--- config.mk ---
export PLATFORM = sky130hd
export DESIGN_NAME = mem_bus_arbiter
export DESIGN_NICKNAME = d
export VERILOG_FILES = /design/src/rtl/mem_bus_arbiter_pkg.sv /design/src/rtl/mem_bus_arbiter_bus_tmo_cnt.sv /design/src/rtl/mem_bus_arbiter.sv
export SDC_FILE = /design/constraint.sdc
export NUM_CORES = 1
export LEC_CHECK = 0
export ABC_CLOCK_PERIOD_IN_PS = 1600
export BUFFER_PORTS_ARGS = -buffer_cell sky130_fd_sc_hd__buf_2
export CAP_MARGIN = 10
export CORE_ASPECT_RATIO = 0.75
export CORE_MARGIN = 2
export CORE_UTILIZATION = 25
export DETAILED_ROUTE_END_ITERATION = 7
export PLACE_DENSITY = 0.6
export RECOVER_POWER = 25
export REMOVE_ABC_BUFFERS = 1
export SLEW_MARGIN = 20
export SYNTH_ARGS = -nofsm -noshare
export SYNTH_HDL_FRONTEND = slang
export SYNTH_SLANG_ARGS = --single-unit
--- constraint.sdc ---
create_clock -name clk -period 1.6 [get_ports clk]
set_input_delay 0.24 -clock clk [delete_from_list [all_inputs] [get_ports clk]]
set_output_delay 0.24 -clock clk [all_outputs]
set_load 0.01 [all_outputs]
--- src/rtl/mem_bus_arbiter_pkg.sv ---
// Shared definitions for the fetch/data memory bus arbiter.
// Contents: grant FSM state encoding, full-word byte select, master indices,
// and the select/timeout counter widths.
package mem_bus_arbiter_pkg;

  localparam int unsigned SEL_W = 4;
  localparam int unsigned TMO_W = 8;

  localparam logic [SEL_W-1:0] SEL_FULL = 4'hF;

  localparam int unsigned MST_IF   = 0;
  localparam int unsigned MST_DATA = 1;

  typedef enum logic [1:0] {
    ST_IDLE       = 2'd0,
    ST_GRANT_IF   = 2'd1,
    ST_GRANT_DATA = 2'd2
  } state_t;

endpackage

--- src/rtl/mem_bus_arbiter_bus_tmo_cnt.sv ---
// Bus timeout counter: counts grant cycles without a slave ack.
// Ports: clk, rst (async active-low), clr (reload to zero), inc (count one
// cycle), expire_c (count has reached TIMEOUT-1; combinational from the count).
module mem_bus_arbiter_bus_tmo_cnt
  import mem_bus_arbiter_pkg::*;
#(
  parameter int unsigned TIMEOUT = 16
) (
  input  logic clk,
  input  logic rst,
  input  logic clr,
  input  logic inc,
  output logic expire_c
);

  logic [TMO_W-1:0] cnt;

  always_ff @(posedge clk or negedge rst) begin
    if (!rst) begin
      cnt <= '0;
    end else if (clr) begin
      cnt <= '0;
    end else if (inc) begin
      cnt <= cnt + TMO_W'(1);
    end
  end

  assign expire_c = (cnt == TMO_W'(TIMEOUT - 1));

endmodule

--- src/rtl/mem_bus_arbiter.sv ---
// Arbitrates the instruction-fetch port (m0) and the data port (m1) onto one
// shared single-port memory bus, with data priority, a fetch anti-starvation
// limit and a bus timeout.
// Ports: m0_* fetch req/addr -> rdata/ack/err; m1_* data req/we/addr/sel/wdata
// -> rdata/ack/err; bus_* registered shared bus master side plus slave
// rdata/ack; stall_o = {mem stall, fetch stall}, combinational.
module mem_bus_arbiter
  import mem_bus_arbiter_pkg::*;
#(
  parameter int unsigned ADDR_W         = 32,
  parameter int unsigned DATA_W         = 32,
  parameter int unsigned DATA_BURST_MAX = 4,
  parameter int unsigned TIMEOUT        = 16
) (
  input  logic              clk,
  input  logic              rst,
  input  logic              m0_req_i,
  input  logic [ADDR_W-1:0] m0_addr_i,
  output logic [DATA_W-1:0] m0_rdata_o,
  output logic              m0_ack_o,
  output logic              m0_err_o,
  input  logic              m1_req_i,
  input  logic              m1_we_i,
  input  logic [ADDR_W-1:0] m1_addr_i,
  input  logic [SEL_W-1:0]  m1_sel_i,
  input  logic [DATA_W-1:0] m1_wdata_i,
  output logic [DATA_W-1:0] m1_rdata_o,
  output logic              m1_ack_o,
  output logic              m1_err_o,
  output logic              bus_req_o,
  output logic              bus_we_o,
  output logic [ADDR_W-1:0] bus_addr_o,
  output logic [SEL_W-1:0]  bus_sel_o,
  output logic [DATA_W-1:0] bus_wdata_o,
  input  logic [DATA_W-1:0] bus_rdata_i,
  input  logic              bus_ack_i,
  output logic [1:0]        stall_o
);

  localparam int unsigned CNT_W = $clog2(DATA_BURST_MAX + 1);
  localparam logic [CNT_W-1:0] CNT_MAX = CNT_W'(DATA_BURST_MAX);

  state_t           state;
  logic [CNT_W-1:0] data_cnt;
  logic             in_grant_c;
  logic             tmo_expire_c;
  logic             can_if_c;
  logic             can_data_c;
  logic             pick_if_c;
  logic             pick_data_c;

  // A master whose ack is high this cycle still shows its old req; mask it.
  assign can_if_c   = m0_req_i & ~m0_ack_o;
  assign can_data_c = m1_req_i & ~m1_ack_o;
  assign in_grant_c = (state != ST_IDLE);

  assign stall_o[MST_IF]   = m0_req_i & ~m0_ack_o;
  assign stall_o[MST_DATA] = m1_req_i & ~m1_ack_o;

  // Idle arbitration: data first unless fetch has waited out a full data burst.
  always_comb begin
    pick_if_c   = 1'b0;
    pick_data_c = 1'b0;
    if (state == ST_IDLE) begin
      if (can_if_c && (data_cnt == CNT_MAX)) begin
        pick_if_c = 1'b1;
      end else if (can_data_c) begin
        pick_data_c = 1'b1;
      end else if (can_if_c) begin
        pick_if_c = 1'b1;
      end
    end
  end

  mem_bus_arbiter_bus_tmo_cnt #(
    .TIMEOUT (TIMEOUT)
  ) u_tmo (
    .clk      (clk),
    .rst      (rst),
    .clr      (~in_grant_c),
    .inc      (in_grant_c & ~bus_ack_i),
    .expire_c (tmo_expire_c)
  );

  // Grant FSM with registered bus and completion outputs.
  always_ff @(posedge clk or negedge rst) begin
    if (!rst) begin
      state       <= ST_IDLE;
      data_cnt    <= '0;
      m0_rdata_o  <= '0;
      m0_ack_o    <= 1'b0;
      m0_err_o    <= 1'b0;
      m1_rdata_o  <= '0;
      m1_ack_o    <= 1'b0;
      m1_err_o    <= 1'b0;
      bus_req_o   <= 1'b0;
      bus_we_o    <= 1'b0;
      bus_addr_o  <= '0;
      bus_sel_o   <= '0;
      bus_wdata_o <= '0;
    end else begin
      m0_ack_o <= 1'b0;
      m0_err_o <= 1'b0;
      m1_ack_o <= 1'b0;
      m1_err_o <= 1'b0;

      // Burst length of data grants seen while a fetch is waiting.
      if (!m0_req_i || pick_if_c) begin
        data_cnt <= '0;
      end else if (pick_data_c && (data_cnt != CNT_MAX)) begin
        data_cnt <= data_cnt + CNT_W'(1);
      end

      case (state)
        ST_IDLE: begin
          if (pick_if_c) begin
            state       <= ST_GRANT_IF;
            bus_req_o   <= 1'b1;
            bus_we_o    <= 1'b0;
            bus_addr_o  <= m0_addr_i;
            bus_sel_o   <= SEL_FULL;
            bus_wdata_o <= '0;
          end else if (pick_data_c) begin
            state       <= ST_GRANT_DATA;
            bus_req_o   <= 1'b1;
            bus_we_o    <= m1_we_i;
            bus_addr_o  <= m1_addr_i;
            bus_sel_o   <= m1_sel_i;
            bus_wdata_o <= m1_wdata_i;
          end
        end
        ST_GRANT_IF: begin
          if (bus_ack_i || tmo_expire_c) begin
            state      <= ST_IDLE;
            bus_req_o  <= 1'b0;
            m0_ack_o   <= 1'b1;
            m0_err_o   <= ~bus_ack_i;
            m0_rdata_o <= bus_ack_i ? bus_rdata_i : '0;
          end
        end
        ST_GRANT_DATA: begin
          if (bus_ack_i || tmo_expire_c) begin
            state      <= ST_IDLE;
            bus_req_o  <= 1'b0;
            m1_ack_o   <= 1'b1;
            m1_err_o   <= ~bus_ack_i;
            m1_rdata_o <= bus_ack_i ? bus_rdata_i : '0;
          end
        end
        default: begin
          state     <= ST_IDLE;
          bus_req_o <= 1'b0;
        end
      endcase
    end
  end

endmodule

**Word-level counts from Yosys, hierarchy flattened**

Cells that the tools add are included.

- Register bits: 151
- Bits of input ports: 138
- Output and inout port bits: 140
- Logic and storage cells: 78

- $add $sub $neg: 2
- Eq/ne operators: 8
- Multiplexer cells: 34
- Bitwise gates (word level): 6
- Reduce and logical (&&, ||, !) cells: 14

Operators with widths:

| kind | number |
|---|---|
| 32-bit two-way mux | 5 |
| 1-bit two-way mux | 18 |
| 8-bit two-way mux | 2 |
| 8-bit by 1-bit adder with 8-bit output, second input constant | 1 |
| 8-bit by 4-bit == test with 1-bit output, second input constant | 1 |
| 4-bit two-way mux | 2 |
| 2-bit AND reduction | 4 |
| 2-bit two-way mux | 3 |
| 3-bit two-way mux | 2 |
| 3-bit != test, second input constant | 2 |
| 2-bit nonzero test | 3 |
| 2-bit by 1-bit != test with 1-bit output, second input constant | 2 |
| 2-bit one-hot mux with 2 select lines | 1 |
| 3-bit by 1-bit adder with 3-bit output, second input constant | 1 |
| 1-bit bitwise AND | 3 |
| 3-bit == test, second input constant | 1 |
| 1-bit inverter | 3 |
| 2-bit by 1-bit == test with 1-bit output, second input constant | 1 |
| 2-bit == test, second input constant | 1 |
| 1-bit logical AND | 2 |
| 2-bit logical NOT | 1 |
| 1-bit logical OR | 2 |
| 1-bit one-hot mux with 2 select lines | 1 |
| 2-bit OR reduction | 1 |
| 1-bit logical NOT | 1 |

**Depth between registers and ports, before layout**

Gate-level depths: netlist (run 1).

- Depth after elaboration: 8
- Gate-level depth with buffers: 8
- Mapped depth without buffers: 6

**Cells and area by module**

A second synthesis (run 1) with hierarchy kept.

- Cell total of the unflattened synthesis: 579
- Area, all modules: 6,128.4 µm²

By module, submodules not included:

| module | times used | cells an instance | area each (µm²) | seq. area each (µm²) |
|---|---|---|---|---|
| mem_bus_arbiter | 1 | 540 | 5,734.2 | 3,578.4 |
| mem_bus_arbiter_bus_tmo_cnt | 1 | 39 | 394.1 | 200.2 |

**Least setup slack after synthesis (run 1)**

OpenSTA, ideal clock, no wires.

- Path kind: reg-to-reg
- Start: register u_tmo.cnt[4]
- End: register m0_rdata_o[16]
- Setup time: 122 ps
- Arrival time: 1,588 ps
- Data required time: 1,478 ps
- Setup slack: -110 ps
- Stages on the path, launching flop included: 6
- Buffers on the path: 1
- Period minus slack after synthesis: 1,710 ps
- Cell sequence: dfrtp_1 > or4_4 > o21bai_4 > nand2_2 > buf_6 > a32o_1

- Cells in the longest elaborated chain, start to end: 3

RTL lines:

| element | RTL line | RTL |
|---|---|---|
| from (decl) | mem_bus_arbiter_bus_tmo_cnt.sv:16 | `logic [TMO_W-1:0] cnt;` |
| from (signal assigned) | mem_bus_arbiter_bus_tmo_cnt.sv:24 | `cnt <= cnt + TMO_W'(1);` |
| 8-bit by 4-bit == test with 1-bit output | mem_bus_arbiter_bus_tmo_cnt.sv:28 | `assign expire_c = (cnt == TMO_W'(TIMEOUT - 1));` |
| 1-bit logical OR | mem_bus_arbiter.sv:133 | `if (bus_ack_i \|\| tmo_expire_c) begin` |
| 2-bit AND reduction (no source line) | n/a |  |
| to (signal assigned) | mem_bus_arbiter.sv:138 | `m0_rdata_o <= bus_ack_i ? bus_rdata_i : '0;` |
| to (decl) | mem_bus_arbiter.sv:19 | `output logic [DATA_W-1:0] m0_rdata_o,` |

No other way between the ends.
A chain may end at the register's enable or synchronous reset.

**Worst setup path after layout (run 1)**

- Start: register u_tmo.cnt[4]
- End: register m0_rdata_o[15]

The elaborated chain is that of the path after synthesis.

==> results of run 1 <==
## registers in the layout, indices dropped and copies added, names as in the netlist
register and cells:
bus_addr_o 32, bus_req_o 1, bus_sel_o 4, bus_wdata_o 32, bus_we_o 1, data_cnt 3, m0_ack_o 1, m0_err_o 1
m0_rdata_o 32, m1_ack_o 1, m1_err_o 1, m1_rdata_o 32, state 2, u_tmo.cnt 8
## kinds of logic after synthesis
family | after synthesis | share of synthesized area (%)
AOI/OAI and AO/OA | 142 | 17.7
xor gates and xnor gates | 7 | 0.991
adders and majority gates | 6 | 1.21
buffers and inverters | 59 | 4.57
DFF | 151 | 61.1
muxes | 2 | 0.324
and+or+nand+nor | 213 | 14.1
## synth_stat cells, types with 2 or more instances
master    instances
or3_1             2
a32o_1           64
nand3_1           8
clkbuf_1         31
buf_2             7
a21oi_1          38
nor2_1           42
xnor2_1           4
nand4b_1          2
nor3_1            2
xor2_1            3
mux2i_1           2
a31oi_1          33
buf_4             2
nand2_2           2
o21ai_0           3
nor2b_1           3
buf_1             5
inv_1             8
and3_1            3
buf_6             6
nand2b_1          2
dfrtp_1         151
ha_1              6
nand2_1         142
## through the flow
step	util (%)	power [mW]
floorplan	-	9.80
global placement	34.1	13.1
detailed placement	34.1	13.2
CTS	38.4	18.0
global route	41.8	20.4
finish	41.8	19.1
## metal layers
| metal | up-vias | global-route usage, % | part of all wire (%) |
|---|---|---|---|
| met5 | - | 0 | 0 |
| met4 | 0 | 4.48 | 1.1 |
| met3 | 12 | 3.74 | 4.9 |
| met2 | 181 | 23.0 | 48 |
| met1 | 2898 | 20.2 | 46 |
| li1 | 2718 | - | - |
## worst paths after layout
| path | from | to | cells after the start | slack [ps] |
|---|---|---|---|---|
| worst max-delay path | u_tmo.cnt[4] | m0_rdata_o[15] | 5 | -140 |
| worst min-delay path | m1_sel_i[0] | bus_sel_o[0] | 3 | 30 |
| worst max register to register | u_tmo.cnt[4] | m0_rdata_o[15] | 5 | -140 |
| worst min register to register | m0_rdata_o[19] | m0_rdata_o[19] | 1 | 480 |
| max in group asynchronous | rst | bus_wdata_o[26] | 3 | 150 |
| min in group asynchronous | rst | m1_rdata_o[22] | 2 | 590 |
## power by group through the flow
stage               clock network [mW]  logic, mW  registers, mW
global route                      4.46       9.27           6.66
floorplan                            0       2.56           7.24
detailed placement                   0       6.74           6.47
global placement                     0       6.61           6.49
finish                            4.12       8.57           6.45
CTS                               4.26       7.34           6.44
## worst min-delay path, stage by stage
cell and delay, ps:
buf_2 90, nand2_2 40, nand3_2 50
## timing repair
item,in CTS,in global routing
hold endpoints to repair,39,0
endpoints found under the setup margin,123,140
buffers inserted,7,7
hold buffers,1,0
pin swaps,4,58
gates resized for setup,47,167
gates cloned,10,9
## layout make-up
type	count	area [µm²]
Clock buffer	17	425
Clock inverter	15	183
Fill cell	2351	14100
Inverter	8	32.5
Multi-Input combinational cell	370	2760
Sequential cell	151	3780
Tap cell	331	414
Timing Repair Buffer	357	2500
## placed cells by master (no fill, tap or decap), types with 17 or more instances in the layout
master	n
nand2_4	29
nand2_1	103
a32o_1	64
buf_12	17
nor2_2	27
a31oi_1	30
clkbuf_16	24
buf_2	276
dfrtp_1	151
buf_4	30
a21oi_2	33
==> impl_metrics.tcl, run 1 <==
set metrics [dict create \
    outcome "finished, violations left" \
    failed_checks "setup timing" \
    ant_nets 0 \
    crit_buf_inv 1 \
    cts_buffer_depth 2 \
    core_region_area_um2 24200 \
    rsz0062_at_grt "yes" \
    critPathLaunchType "flip-flop" \
    critPathRequiredTime_ps 1910 \
    place_inst 1187 \
    synth_edf_count 0 \
    setup_ws_ps -143 \
    fin_cells 1249 \
    via_per_inst 4.65 \
    cts.sinks 151 \
    power_switching_mw 7.28 \
    htreeDepth 4 \
    area_growth_pct 63.1 \
    vias 5809 \
    dpl_cell_area_um2 8240 \
    overflow 0 \
    grt_max_degree 49 \
    post-place-ws_ps -135 \
    drt_wl_total_um 21200 \
    criticalPathCategory "flip-flop to flip-flop" \
    yosysWarnings 0 \
    timing.setup.tns_ps -8590 \
    fp.dieW_um 186 \
    final_nets 1049 \
    slowest_stage "or4_4" \
    seqPwrFrac_pct 33.7 \
    drtPass1Iterations 7 \
    irDropWorstVdd_mv 0.743 \
    async_flop_share_pct 100 \
    fmax_mhz 574 \
    cts_tree "built" \
    internal-power_mw 11.9 \
    fin_hold_ws_ps 34.9 \
    dr.first_iter.drc_count 321 \
    maxCapViolCount 0 \
    slew_headroom_pct 23.2 \
    grt_pass1_wl_um 29900 \
    drive_gt1_share_pct 56.6 \
    portBuffers 277 \
    power.leakage_nw 5.01 \
    final.min_clock_period_ps 1740 \
    cts_buffers 17 \
    synthFlopType "dfrtp_1" \
    antenna_found_initial 0 \
    yosysTopAreaCell "dfrtp_1" \
    num_antenna_cells 0 \
    dieArea_um2 26000 \
    crit_arrival_ps 2050 \
    hold_viol_final 0 \
    cts_root_buf "clkbuf_16" \
    rows 49 \
    num_io_pins 278 \
    postSynthCellCount 580 \
    clock_latency_ps 430 \
    max_slew.worst_pin.slew_ps 1150 \
    endpoint_kind "flip-flop" \
    p_clk_share_pct 21.5 \
    cp_max_fo 16 \
    ys_seq_elements 151 \
    swShare_pct 38.0 \
    yosysSeqAreaShare_pct 61.1 \
    drc 0 \
    synth.area.top_cells "dfrtp_1, a32o_1, nand2_1" \
    cp_top_family "simple AND/OR/NAND/NOR gates" \
    grt_pass1_vias 5476 \
    dpl.hpwl_um 13000 \
    power_density_nw_per_um2 1900 \
    hold_path.class "input pin to flip-flop" \
    avgSynthCellArea_um2 10.7 \
    gp_congestion 0.753 \
    start_util_pct 25.6 \
    cts.clk_slew.worst_paths_ps 70 \
    synth_cell_types 34 \
    slowest_delay_ps 550 \
    yosysTopAreaCellShare_pct 61.1 \
    finClkSkew_ps 16.0 \
    drv_slew 0 \
    mappedNetlistArea_um2 6190 \
    setup_viol 93 \
    final.period_utilization_pct 109 \
    track_usage_pct 14.7 \
    critical_path.cell_chain "or4_4 -> o21bai_4 -> nand2_4 -> buf_12 -> a32o_1" \
    final_cell_area_um2 10100 \
    die_h_um 140 \
    routedWlPerCell_um 17.0 \
    power.share.combinational_pct 44.8 \
]
Note: power is estimated with default switching activity, not from simulation.
==> run 2, diff against run 1 <==
--- a/config.mk
+++ b/config.mk
@@ -15,6 +15,7 @@
 export PLACE_DENSITY = 0.6
 export RECOVER_POWER = 25
 export REMOVE_ABC_BUFFERS = 1
+export SETUP_SLACK_MARGIN = 0.1
 export SLEW_MARGIN = 20
 export SYNTH_ARGS = -nofsm -noshare
 export SYNTH_HDL_FRONTEND = slang
==> run 2 against run 1 <==
  * The run still ends with setup timing left
  * Clock power about the same
  * Critical path type unchanged
  * Worst hold slack got worse by 3.7 ps
  * Power increased by 9.3%
  * Combinational power increased by 19%
  * Die area unchanged
  * Sequential share of layout area decreased by 2.8 points
  * Critical endpoint is now m0_rdata_o[4]
  * Final cell count increased by 2.1%
==> impl_metrics.tcl, run 2 (synthesis results as in run 1) <==
set metrics [dict create \
    num_io_pins 278 \
    nFillCells 2278 \
    failed_checks "setup timing" \
    gp_congestion 0.753 \
    dr.first_iter.drc_count 245 \
    reg2reg_to "m0_rdata_o[4]" \
    layout_common_cells "buf_2, dfrtp_1, nand2_1" \
    clock_latency_ps 430 \
    power.leakage_nw 5.35 \
    power_density_nw_per_um2 1920 \
    final.min_clock_period_ps 1740 \
    cts.sinks 151 \
    drv_slew 0 \
    drc 0 \
    die_h_um 140 \
    power.total_mw 20.9 \
    place_inst 1187 \
    regToRegStartpoint "u_tmo.cnt[6]" \
    worstRegToRegCells 5 \
    hold_end "bus_sel_o[1]" \
    fmax_mhz 574 \
    cts.clk_slew.worst_paths_ps 70 \
    area_growth_pct 76.4 \
    htreeDepth 4 \
    grt_max_degree 49 \
    critPathRequiredTime_ps 1910 \
    cts_buffer_depth 2 \
    slew_headroom_pct 22.0 \
    ant_nets 0 \
    drive_gt1_share_pct 60.9 \
    mostFrequentLayoutCell "buf_2" \
    maxCapViolCount 0 \
    track_usage_pct 17.0 \
    critPathLaunchType "flip-flop" \
    grt_pass1_vias 6088 \
    finClkSkew_ps 14.7 \
    vias 6037 \
    drt_wl_total_um 22800 \
    start_util_pct 25.6 \
    outcome "finished, violations left" \
    hold_viol_final 0 \
    cts_tree "built" \
    via_per_inst 4.73 \
    dpl.hpwl_um 13000 \
    antenna_found_initial 1 \
    grt_pass1_wl_um 33900 \
    crit_arrival_ps 2050 \
    max_slew.worst_pin.slew_ps 1170 \
    post-place-ws_ps -135 \
    r2r_slack_ps -140 \
    cp_max_fo 16 \
    final.period_utilization_pct 109 \
    portBuffers 277 \
    final_nets 1074 \
    cts_buffers 17 \
    fp.dieW_um 186 \
    criticalPathCategory "flip-flop to flip-flop" \
    overflow 0 \
    fin_hold_ws_ps 31.2 \
    core_region_area_um2 24200 \
    cts_root_buf "clkbuf_16" \
    hp-start "m1_sel_i[1]" \
    whs_path_depth 3 \
    fin_cells 1275 \
    setup_ws_ps -142 \
    rsz0062_at_grt "yes" \
    endpoint_kind "flip-flop" \
    dieArea_um2 26000 \
    drtPass1Iterations 5 \
    rows 49 \
    setup_viol 108 \
    routedWlPerCell_um 17.9 \
    hold_path.class "input pin to flip-flop" \
    irDropWorstVdd_mv 0.763 \
]
run 2: changes by cell type in the layout (fill, tap and decap cells not counted), sizes merged:
cell,change
buf,+31
clkbuf,-6
diode,+1
run 2: what timing repair did:
action	in CTS	in global routing
pin swaps	67	43
endpoints found under the hold margin	39	0
setup buffers	25	7
setup endpoints to repair	143	143
hold buffers	1	0
cloned	28	2
gates resized for setup	222	81
run 2: layout make-up:
cell class                      count  area (µm²)  share of cell area (%)
Inverter                            8        32.5                   0.298
Sequential cell                   151        3780                    34.6
Timing Repair Buffer              382        3040                    27.9
Tap cell                          331         414                    3.79
Clock buffer                       17         425                    3.90
Multi-Input combinational cell    370        3040                    27.8
Clock inverter                     15         183                    1.67
Antenna cell                        1        2.50                  0.0229
run 2: power by group:
| group | total (mW) | internal [mW] | leakage [nW] | switching (mW) |
|---|---|---|---|---|
| Clock | 4.13 | 2.25 | 0.297 | 1.87 |
| Combinational | 10.2 | 5.17 | 3.16 | 5.01 |
| Sequential | 6.62 | 5.53 | 1.89 | 1.09 |
| Total | 20.9 | 12.9 | 5.35 | 7.98 |
run 2: how the worst max path moves through the flow:
stage	start	endpoint	cells after the start
finish	u_tmo.cnt[6]	m0_rdata_o[4]	5
global placement	u_tmo.cnt[4]	m0_rdata_o[16]	5
floorplan	data_cnt[0]	data_cnt[2]	6
detailed placement	u_tmo.cnt[4]	m0_rdata_o[20]	5
CTS	u_tmo.cnt[4]	m0_rdata_o[4]	5
global route	u_tmo.cnt[6]	m1_rdata_o[2]	5
run 2: routing by layer:
layer / GRT usage, % / vias up / wire length [µm]
met5: 0 / - / 0
met4: 6.34 / 0 / 524
met3: 4.13 / 31 / 1200
met2: 26.7 / 216 / 10900
met1: 22.8 / 3011 / 10100
li1: - / 2779 / -
run 2: through the flow:
stage | cell area [µm²] | util [%] | setup TNS (ps)
4_1_cts | 10600 | 44.1 | -9760
5_1_grt | 10900 | 45.2 | -21370
3_3_place_gp | 8240 | 34.1 | -7200
2_1_floorplan | 5940 | - | -139720
3_5_place_dp | 8240 | 34.1 | -9300
6_report | 10900 | 45.2 | -9170
run 2: critical path, stage by stage, from the launching register on:
cell and delay, ps:
dfrtp_1 380, or4_4 560, o21bai_4 170, nand2_4 120, buf_12 180, a32o_1 210
